**src/rtl/complex_mul_rs_if.sv**
```systemverilog
// complex_mul_rs_if: valid/ready stream bundle for complex_mul_rs.
//   Input side : in_valid/in_ready handshake, operands A and B, conj_b flag.
//   Output side: out_valid/out_ready handshake, res_real/res_imag, res_sat.
//   master modport drives operands and out_ready; slave modport is the multiplier.
interface complex_mul_rs_if #(
  parameter int unsigned IN_W  = 16,
  parameter int unsigned OUT_W = 16
);

  logic                    in_valid;
  logic                    in_ready;
  logic signed [IN_W-1:0]  a_real;
  logic signed [IN_W-1:0]  a_imag;
  logic signed [IN_W-1:0]  b_real;
  logic signed [IN_W-1:0]  b_imag;
  logic                    conj_b;

  logic                    out_valid;
  logic                    out_ready;
  logic signed [OUT_W-1:0] res_real;
  logic signed [OUT_W-1:0] res_imag;
  logic                    res_sat;

  modport master (
    output in_valid, a_real, a_imag, b_real, b_imag, conj_b, out_ready,
    input  in_ready, out_valid, res_real, res_imag, res_sat
  );

  modport slave (
    input  in_valid, a_real, a_imag, b_real, b_imag, conj_b, out_ready,
    output in_ready, out_valid, res_real, res_imag, res_sat
  );

endinterface : complex_mul_rs_if

```
**src/rtl/complex_mul_rs.sv**
```systemverilog
// complex_mul_rs: three-stage pipelined complex multiplier A*B or A*conj(B),
// with round-half-up scaling by 2^-SHIFT and saturation to OUT_W bits.
// The whole pipe advances together when the output register is empty or
// being consumed; bubbles are carried, not collapsed.
//   clk    : rising-edge clock
//   rst_n  : asynchronous active-low reset, clears valids and outputs
//   cm_if  : slave side of complex_mul_rs_if (operands in, results out)
// Constraints: 2 <= OUT_W <= 2*IN_W+1, 0 <= SHIFT <= 2*IN_W.
module complex_mul_rs #(
  parameter int unsigned IN_W  = 16,
  parameter int unsigned OUT_W = 16,
  parameter int unsigned SHIFT = 15
) (
  input  logic             clk,
  input  logic             rst_n,
  complex_mul_rs_if.slave  cm_if
);

  localparam int unsigned PW = 2 * IN_W;  // partial product width
  localparam int unsigned W2 = PW + 1;    // sum/difference width, cannot overflow
  localparam int unsigned W3 = W2 + 1;    // rounding width, headroom for the half-LSB add

  // Half an output LSB; zero when SHIFT is 0.
  localparam logic signed [W3-1:0] RND = W3'((W3'(1) << SHIFT) >> 1);

  localparam logic signed [W3-1:0] SAT_MAX = {{(W3-OUT_W+1){1'b0}}, {(OUT_W-1){1'b1}}};
  localparam logic signed [W3-1:0] SAT_MIN = {{(W3-OUT_W+1){1'b1}}, {(OUT_W-1){1'b0}}};

  // Pipe advance: output register empty or being drained this cycle.
  logic advance;

  // Stage 1 registers: partial products
  logic signed [PW-1:0] ac_q, bd_q, ad_q, bc_q;
  logic signed [PW-1:0] ac_d, bd_d, ad_d, bc_d;
  logic                 cj1_q;
  logic                 v1_q, v1_d;

  // Stage 2 registers: full-precision real/imag
  logic signed [W2-1:0] re2_q, im2_q;
  logic signed [W2-1:0] re2_d, im2_d;
  logic                 v2_q;

  // Stage 3 registers: scaled, saturated result
  logic signed [OUT_W-1:0] res_re_q, res_im_q;
  logic signed [OUT_W-1:0] res_re_d, res_im_d;
  logic                    res_sat_q, res_sat_d;
  logic                    sat_re, sat_im;
  logic                    out_valid_q;

  // Round half toward +inf, arithmetic shift, clamp to OUT_W; returns {sat, value}.
  function automatic logic [OUT_W:0] round_sat(input logic signed [W2-1:0] x);
    logic signed [W3-1:0] sum;
    logic signed [W3-1:0] y;
    logic [OUT_W-1:0]     v;
    logic                 s;
    sum = {x[W2-1], x} + RND;
    y   = sum >>> SHIFT;
    if (y > SAT_MAX) begin
      v = SAT_MAX[OUT_W-1:0];
      s = 1'b1;
    end else if (y < SAT_MIN) begin
      v = SAT_MIN[OUT_W-1:0];
      s = 1'b1;
    end else begin
      v = y[OUT_W-1:0];
      s = 1'b0;
    end
    return {s, v};
  endfunction

  assign advance        = !out_valid_q || cm_if.out_ready;
  assign cm_if.in_ready = advance;

  // Stage 1: four real products, operands sign-extended to full product width.
  always_comb begin
    ac_d = PW'(cm_if.a_real) * PW'(cm_if.b_real);
    bd_d = PW'(cm_if.a_imag) * PW'(cm_if.b_imag);
    ad_d = PW'(cm_if.a_real) * PW'(cm_if.b_imag);
    bc_d = PW'(cm_if.a_imag) * PW'(cm_if.b_real);
    v1_d = cm_if.in_valid && advance;
  end

  // Stage 2: combine products; conjugating B flips the sign of b_imag.
  always_comb begin
    logic signed [W2-1:0] ac_x, bd_x, ad_x, bc_x;
    ac_x = {ac_q[PW-1], ac_q};
    bd_x = {bd_q[PW-1], bd_q};
    ad_x = {ad_q[PW-1], ad_q};
    bc_x = {bc_q[PW-1], bc_q};
    if (cj1_q) begin
      re2_d = ac_x + bd_x;
      im2_d = bc_x - ad_x;
    end else begin
      re2_d = ac_x - bd_x;
      im2_d = ad_x + bc_x;
    end
  end

  // Stage 3: per-component scaling and saturation.
  always_comb begin
    {sat_re, res_re_d} = round_sat(re2_q);
    {sat_im, res_im_d} = round_sat(im2_q);
    res_sat_d          = sat_re | sat_im;
  end

  // Pipeline registers; everything holds while the output is stalled.
  always_ff @(posedge clk or negedge rst_n) begin
    if (!rst_n) begin
      ac_q        <= '0;
      bd_q        <= '0;
      ad_q        <= '0;
      bc_q        <= '0;
      cj1_q       <= 1'b0;
      v1_q        <= 1'b0;
      re2_q       <= '0;
      im2_q       <= '0;
      v2_q        <= 1'b0;
      res_re_q    <= '0;
      res_im_q    <= '0;
      res_sat_q   <= 1'b0;
      out_valid_q <= 1'b0;
    end else if (advance) begin
      ac_q        <= ac_d;
      bd_q        <= bd_d;
      ad_q        <= ad_d;
      bc_q        <= bc_d;
      cj1_q       <= cm_if.conj_b;
      v1_q        <= v1_d;
      re2_q       <= re2_d;
      im2_q       <= im2_d;
      v2_q        <= v1_q;
      res_re_q    <= res_re_d;
      res_im_q    <= res_im_d;
      res_sat_q   <= res_sat_d;
      out_valid_q <= v2_q;
    end
  end

  assign cm_if.out_valid = out_valid_q;
  assign cm_if.res_real  = res_re_q;
  assign cm_if.res_imag  = res_im_q;
  assign cm_if.res_sat   = res_sat_q;

endmodule : complex_mul_rs

```
**src/flat_wrapper.sv**
```systemverilog
// flat-port wrapper written by rule: the top's interface ports become plain ports
module complex_mul_rs_flat 
#(
  parameter int unsigned IN_W  = 16,
  parameter int unsigned OUT_W = 16,
  parameter int unsigned SHIFT = 15
)
  (clk, rst_n, cm_if_in_valid, cm_if_a_real, cm_if_a_imag, cm_if_b_real, cm_if_b_imag, cm_if_conj_b, cm_if_out_ready, cm_if_in_ready, cm_if_out_valid, cm_if_res_real, cm_if_res_imag, cm_if_res_sat);
  complex_mul_rs_if #(.IN_W(IN_W), .OUT_W(OUT_W)) cm_if_i ();
  input  logic clk;
  input  logic rst_n;
  input wire logic [$bits(cm_if_i.in_valid)-1:0] cm_if_in_valid;
  input wire logic [$bits(cm_if_i.a_real)-1:0] cm_if_a_real;
  input wire logic [$bits(cm_if_i.a_imag)-1:0] cm_if_a_imag;
  input wire logic [$bits(cm_if_i.b_real)-1:0] cm_if_b_real;
  input wire logic [$bits(cm_if_i.b_imag)-1:0] cm_if_b_imag;
  input wire logic [$bits(cm_if_i.conj_b)-1:0] cm_if_conj_b;
  input wire logic [$bits(cm_if_i.out_ready)-1:0] cm_if_out_ready;
  output wire logic [$bits(cm_if_i.in_ready)-1:0] cm_if_in_ready;
  output wire logic [$bits(cm_if_i.out_valid)-1:0] cm_if_out_valid;
  output wire logic [$bits(cm_if_i.res_real)-1:0] cm_if_res_real;
  output wire logic [$bits(cm_if_i.res_imag)-1:0] cm_if_res_imag;
  output wire logic [$bits(cm_if_i.res_sat)-1:0] cm_if_res_sat;
  assign cm_if_i.in_valid = cm_if_in_valid;
  assign cm_if_i.a_real = cm_if_a_real;
  assign cm_if_i.a_imag = cm_if_a_imag;
  assign cm_if_i.b_real = cm_if_b_real;
  assign cm_if_i.b_imag = cm_if_b_imag;
  assign cm_if_i.conj_b = cm_if_conj_b;
  assign cm_if_i.out_ready = cm_if_out_ready;
  assign cm_if_in_ready = cm_if_i.in_ready;
  assign cm_if_out_valid = cm_if_i.out_valid;
  assign cm_if_res_real = cm_if_i.res_real;
  assign cm_if_res_imag = cm_if_i.res_imag;
  assign cm_if_res_sat = cm_if_i.res_sat;
  complex_mul_rs #(.IN_W(IN_W), .OUT_W(OUT_W), .SHIFT(SHIFT)) u_core (.clk(clk), .rst_n(rst_n), .cm_if(cm_if_i));
endmodule
```
**config.mk**
```make
export PLATFORM = sky130hd
export DESIGN_NAME = complex_mul_rs_flat
export DESIGN_NICKNAME = d
export VERILOG_FILES = /design/src/rtl/complex_mul_rs_if.sv /design/src/rtl/complex_mul_rs.sv /design/src/flat_wrapper.sv
export SDC_FILE = /design/constraint.sdc
export NUM_CORES = 2
export LEC_CHECK = 0
export CORE_MARGIN = 2
export CORE_UTILIZATION = 45
export DETAILED_ROUTE_END_ITERATION = 16
export PLACE_DENSITY = 0.7
export SLEW_MARGIN = 20
export SYNTH_ARGS = -nofsm -noshare
export SYNTH_HDL_FRONTEND = slang
export SYNTH_SLANG_ARGS = --single-unit
export TNS_END_PERCENT = 100
```
**constraint.sdc**
```tcl
create_clock -name clk -period 4.8 [get_ports clk]
set_input_delay 0.72 -clock clk [delete_from_list [all_inputs] [get_ports clk]]
set_output_delay 0.72 -clock clk [all_outputs]
set_load 0.005 [all_outputs]
```
==> implementation parameters <==
Parameter                              Value

Placed design
  Gp weighted congestion ... 0.916
  Placed Instance Area ... 60500 sq um
  Cell count after placement ... 7738
  HPWL reported at the end of detailed placement ... 117000 microns
  Port bufs ... 103

Global route
  First-pass GRT wire length ... 264000 microns
  Number of global-route vias before repair ... 46200
  Number of antenna violations at the first check in global routing ... 12
  Remaining global-route overflow ... 0
  Overall global routing resource usage ... 0.299
  Largest net degree at the start of global routing ... 148

Cells and area
  Post-route non-filler standard cell count ... 8101
  Multi-input gate area in the final layout ... 44000 sq um
  Highest-count cells in the layout ignoring fill and taps ... sky130_fd_sc_hd__inv_1, sky130_fd_sc_hd__fa_1, sky130_fd_sc_hd__buf_4, sky130_fd_sc_hd__nand2_1, sky130_fd_sc_hd__and2_1
  Fraction of final layout cells with drive strength greater than 1 ... 0.291
  Non-Filler Cell Area, Final ... 68500 sq um
  Synth-to-Final Area Change ... 34.9%
  Filler cell count ... 8756
  Most frequent standard cell in the layout excluding fill and tap cells ... sky130_fd_sc_hd__inv_1
  Nets ... 8086
  Storage cell area ... 5080 sq um

Worst setup path
  Nature of the critical path startpoint ... input port
  Register-to-register setup slack ... 0.26 ns
  Origin of the critical flop-to-flop path ... u_core.bd_q[1]
  CP peak stage delay ... 0.65 ns
  Worst-path cell chain ... buf_6, buf_12, buf_4, nand2_1, fa_1, inv_1, fa_1, fa_1, fa_2, fa_1, inv_1, fa_1, inv_1, ha_4, and2_1, or2_4, a21oi_2, o31ai_2, a21o_1, a21oi_2, o21ai_1, xnor2_1, buf_4, a21oi_2
  CP max stage cell ... sky130_fd_sc_hd__fa_1
  Arr. time, crit path ... 6.86 ns
  Highest net fanout along the worst path ... 11
  Setup Crit Path Kind ... in -> reg
  Number of cell instances on the worst register-to-register path ... 18
  Top cell by count, worst path ... sky130_fd_sc_hd__fa_1
  Capturing element type of the critical path ... flop
  Required time worst endpoint ... 5.26 ns
  Endpoint of the worst register-to-register path ... u_core.re2_q[28]

Synth
  Fraction of synthesized area in multiplexers ... 0.00106
  YS warnings ... 0
  Post-synth EDFFs ... 0
  Net count of the mapped netlist ... 7172
  Adder-cell area share of the yosys netlist ... 0.510
  Combinational family with the most area after synthesis ... adder cells
  Mean Syn Cell Area ... 8.97 sq um
  Part of the Yosys area used for sequential elements ... 0.100
  Top-area cell type share of the netlist area ... 0.413
  Synth Instances ... 5661
  Top cell type by total area after synthesis ... sky130_fd_sc_hd__fa_1
  Share of the synthesized netlist area taken by xor and xnor gates ... 0.0443
  Total standard cell area after synthesis ... 50800 sq um
  Compound-Gate Fraction of Synth Area ... 0.0792
  Most area-consuming cells after synthesis ... sky130_fd_sc_hd__fa_1, sky130_fd_sc_hd__dfrtp_1, sky130_fd_sc_hd__ha_1, sky130_fd_sc_hd__inv_1, sky130_fd_sc_hd__and2_1
  Number of register bits inferred by synthesis ... 203
  Most common flop cell mapped by yosys ... sky130_fd_sc_hd__dfrtp_1
  Simple logic cell fraction of the synthesized area ... 0.158
  Number of distinct library cell variants in the gate-level netlist after synthesis ... 76
  Asr flop ratio synth ... 1.00

Timing
  FMAX ... 156 MHz
  Unrepaired setup endpoints after global routing ... yes
  Shortest clock period the worst path allows after layout ... 6.40 ns
  Final number of max-transition violations ... 0
  Setup clock skew after layout ... 0.0379 ns
  Worst slew slack as a fraction of its limit ... 0.376
  Total of endpoints with negative setup slack in the final report ... 89
  Portion of the clock cycle consumed by the worst path in the final layout ... 1.33
  Final count of hold timing violations ... 0
  Worst path setup slack after routing ... -1.60 ns
  Least-Margin Pin Slew ... 0.936 ns

Die
  Chip height ... 340 microns
  Number of placement rows ... 123
  Boundary Pins ... 104
  Effective utilization at floorplan ... 0.453
  Placeable core area ... 112000 sq um
  Overall die width ... 340 microns
  Die area ... 116000 sq um

Clock tree
  Maximum count of clock buffers along a single path ... 3
  Clock Sinks ... 203
  Clock-pin slew on the worst setup and hold paths ... 0.07 ns
  Number of buffers inserted by hold repair at cts ... 0
  Number of buffers created by CTS ... 27
  Clock insertion delay at the later pin of the skew report ... 0.60 ns
  H-tree depth ... 1
  CTS tree ... yes
  Buffer cell driving the clock tree root ... sky130_fd_sc_hd__clkbuf_16

Drt
  Count of TritonRoute iterations in the first routing pass ... 6
  Number of routed nets with antenna violations ... 0
  First-iteration detailed-routing DRC count ... 3561
  Post-route DRC violation count ... 0
  DR vias/cell ... 5.38
  Total detailed-routing wirelength ... 176000 microns
  Routed wire per std cell ... 21.7 microns
  Overall via count from detail_route ... 43600

Status
  Failing checks ... negative setup slack
  Outcome ... complete, but fails checks

Run
  Number of max-cap violations ... 0

Min path
  Hold Path Class ... in -> async
per-stage QoR:
step	setup TNS (ns)	setup WS, ns	utilization	hold WS (ns)
floorplan	-59.29	-1.36	-	0.424
global placement	-162.52	-2.15	0.540	0.446
detailed placement	-170.14	-2.24	0.540	0.445
CTS	-65.08	-1.17	0.596	0.270
global route	-86.19	-1.68	0.611	0.310
finish	-76.18	-1.60	0.611	0.243
per-layer routing:
metal  share of wire  track usage  vias to the layer above  wire length, microns
met5         0.00048            0                        -                    84
met4           0.079        0.180                       14                 13800
met3            0.10       0.0603                      674                 17600
met2            0.45        0.469                     2092                 78700
met1            0.37        0.383                    21800                 65400
li1                -            -                    19000                     -
Yosys cell counts (35+ instances only):
cell,instances
sky130_fd_sc_hd__inv_1,1196
sky130_fd_sc_hd__fa_1,1048
sky130_fd_sc_hd__nand2_1,658
sky130_fd_sc_hd__and2_1,515
sky130_fd_sc_hd__ha_1,394
sky130_fd_sc_hd__nor2_1,249
sky130_fd_sc_hd__clkbuf_1,247
sky130_fd_sc_hd__a21oi_1,235
sky130_fd_sc_hd__dfrtp_1,203
sky130_fd_sc_hd__xnor2_1,156
sky130_fd_sc_hd__o21ai_0,144
sky130_fd_sc_hd__xor2_1,101
sky130_fd_sc_hd__a21o_1,49
sky130_fd_sc_hd__nor3_1,45
sky130_fd_sc_hd__nand3_1,43
sky130_fd_sc_hd__o21a_1,35
layout make-up:
class,instances,share of cell area
Tap cell,1500,0.0274
Multi-Input combinational cell,4006,0.642
Clock buffer,34,0.0107
Inverter,1196,0.0659
Antenna cell,5,0.000183
Timing Repair Buffer,1141,0.176
Sequential cell,203,0.0741
Clock inverter,16,0.00378
how the worst max path moves through the flow:
stage | from | to | slack [ns] | cells after the start
2_1_floorplan | cm_if_a_imag[9] | u_core.bc_q[23] | -1.36 | 22
3_3_place_gp | cm_if_a_imag[6] | u_core.bc_q[30] | -2.15 | 24
3_5_place_dp | cm_if_b_real[15] | u_core.ac_q[30] | -2.24 | 22
4_1_cts | cm_if_b_real[6] | u_core.bc_q[23] | -1.17 | 24
5_1_grt | cm_if_b_imag[6] | u_core.ad_q[24] | -1.68 | 24
6_report | cm_if_a_real[9] | u_core.ad_q[24] | -1.60 | 24
critical path: cells and delay by family:
family	cells	cell delay, ns
buffers and inverters	7	1.00
adders and majority gates	7	3.27
AOI/OAI and AO/OA	6	0.78
xor gates and xnor gates	1	0.58
and+or+nand+nor	3	0.51
flip-flops by register name, indices dropped and copies added (netlist names):
signal                  flops
u_core.ac_q                32
u_core.ad_q                32
u_core.bc_q                32
u_core.bd_q                32
u_core.im2_q               19
u_core.re2_q               19
u_core.cm_if.res_imag      16
u_core.cm_if.res_real      16
u_core.cj1_q                1
u_core.cm_if.out_valid      1
u_core.cm_if.res_sat        1
u_core.v1_q                 1
u_core.v2_q                 1
cell families (layout without fill, tap and decap cells):
family          count (synthesis)  count (layout)
other cells                     0               5
flops                         203             203
compound gates                654             654
mux                             5               5
xor+xnor                      257             257
buf+inv                      1452            2387
fa+ha+maj                    1442            1442
simple gates                 1648            1648
repair_timing:
item | CTS | global route
hold endpoints to repair | 0 | 0
pin swaps | 389 | 328
gates cloned | 57 | 2
setup buffers | 201 | 79
resized for setup | 910 | 348
setup endpoints to repair | 96 | 103
Power is not shown: default switching activity piles up to over one toggle a cycle in this logic, so the estimate is an artifact.
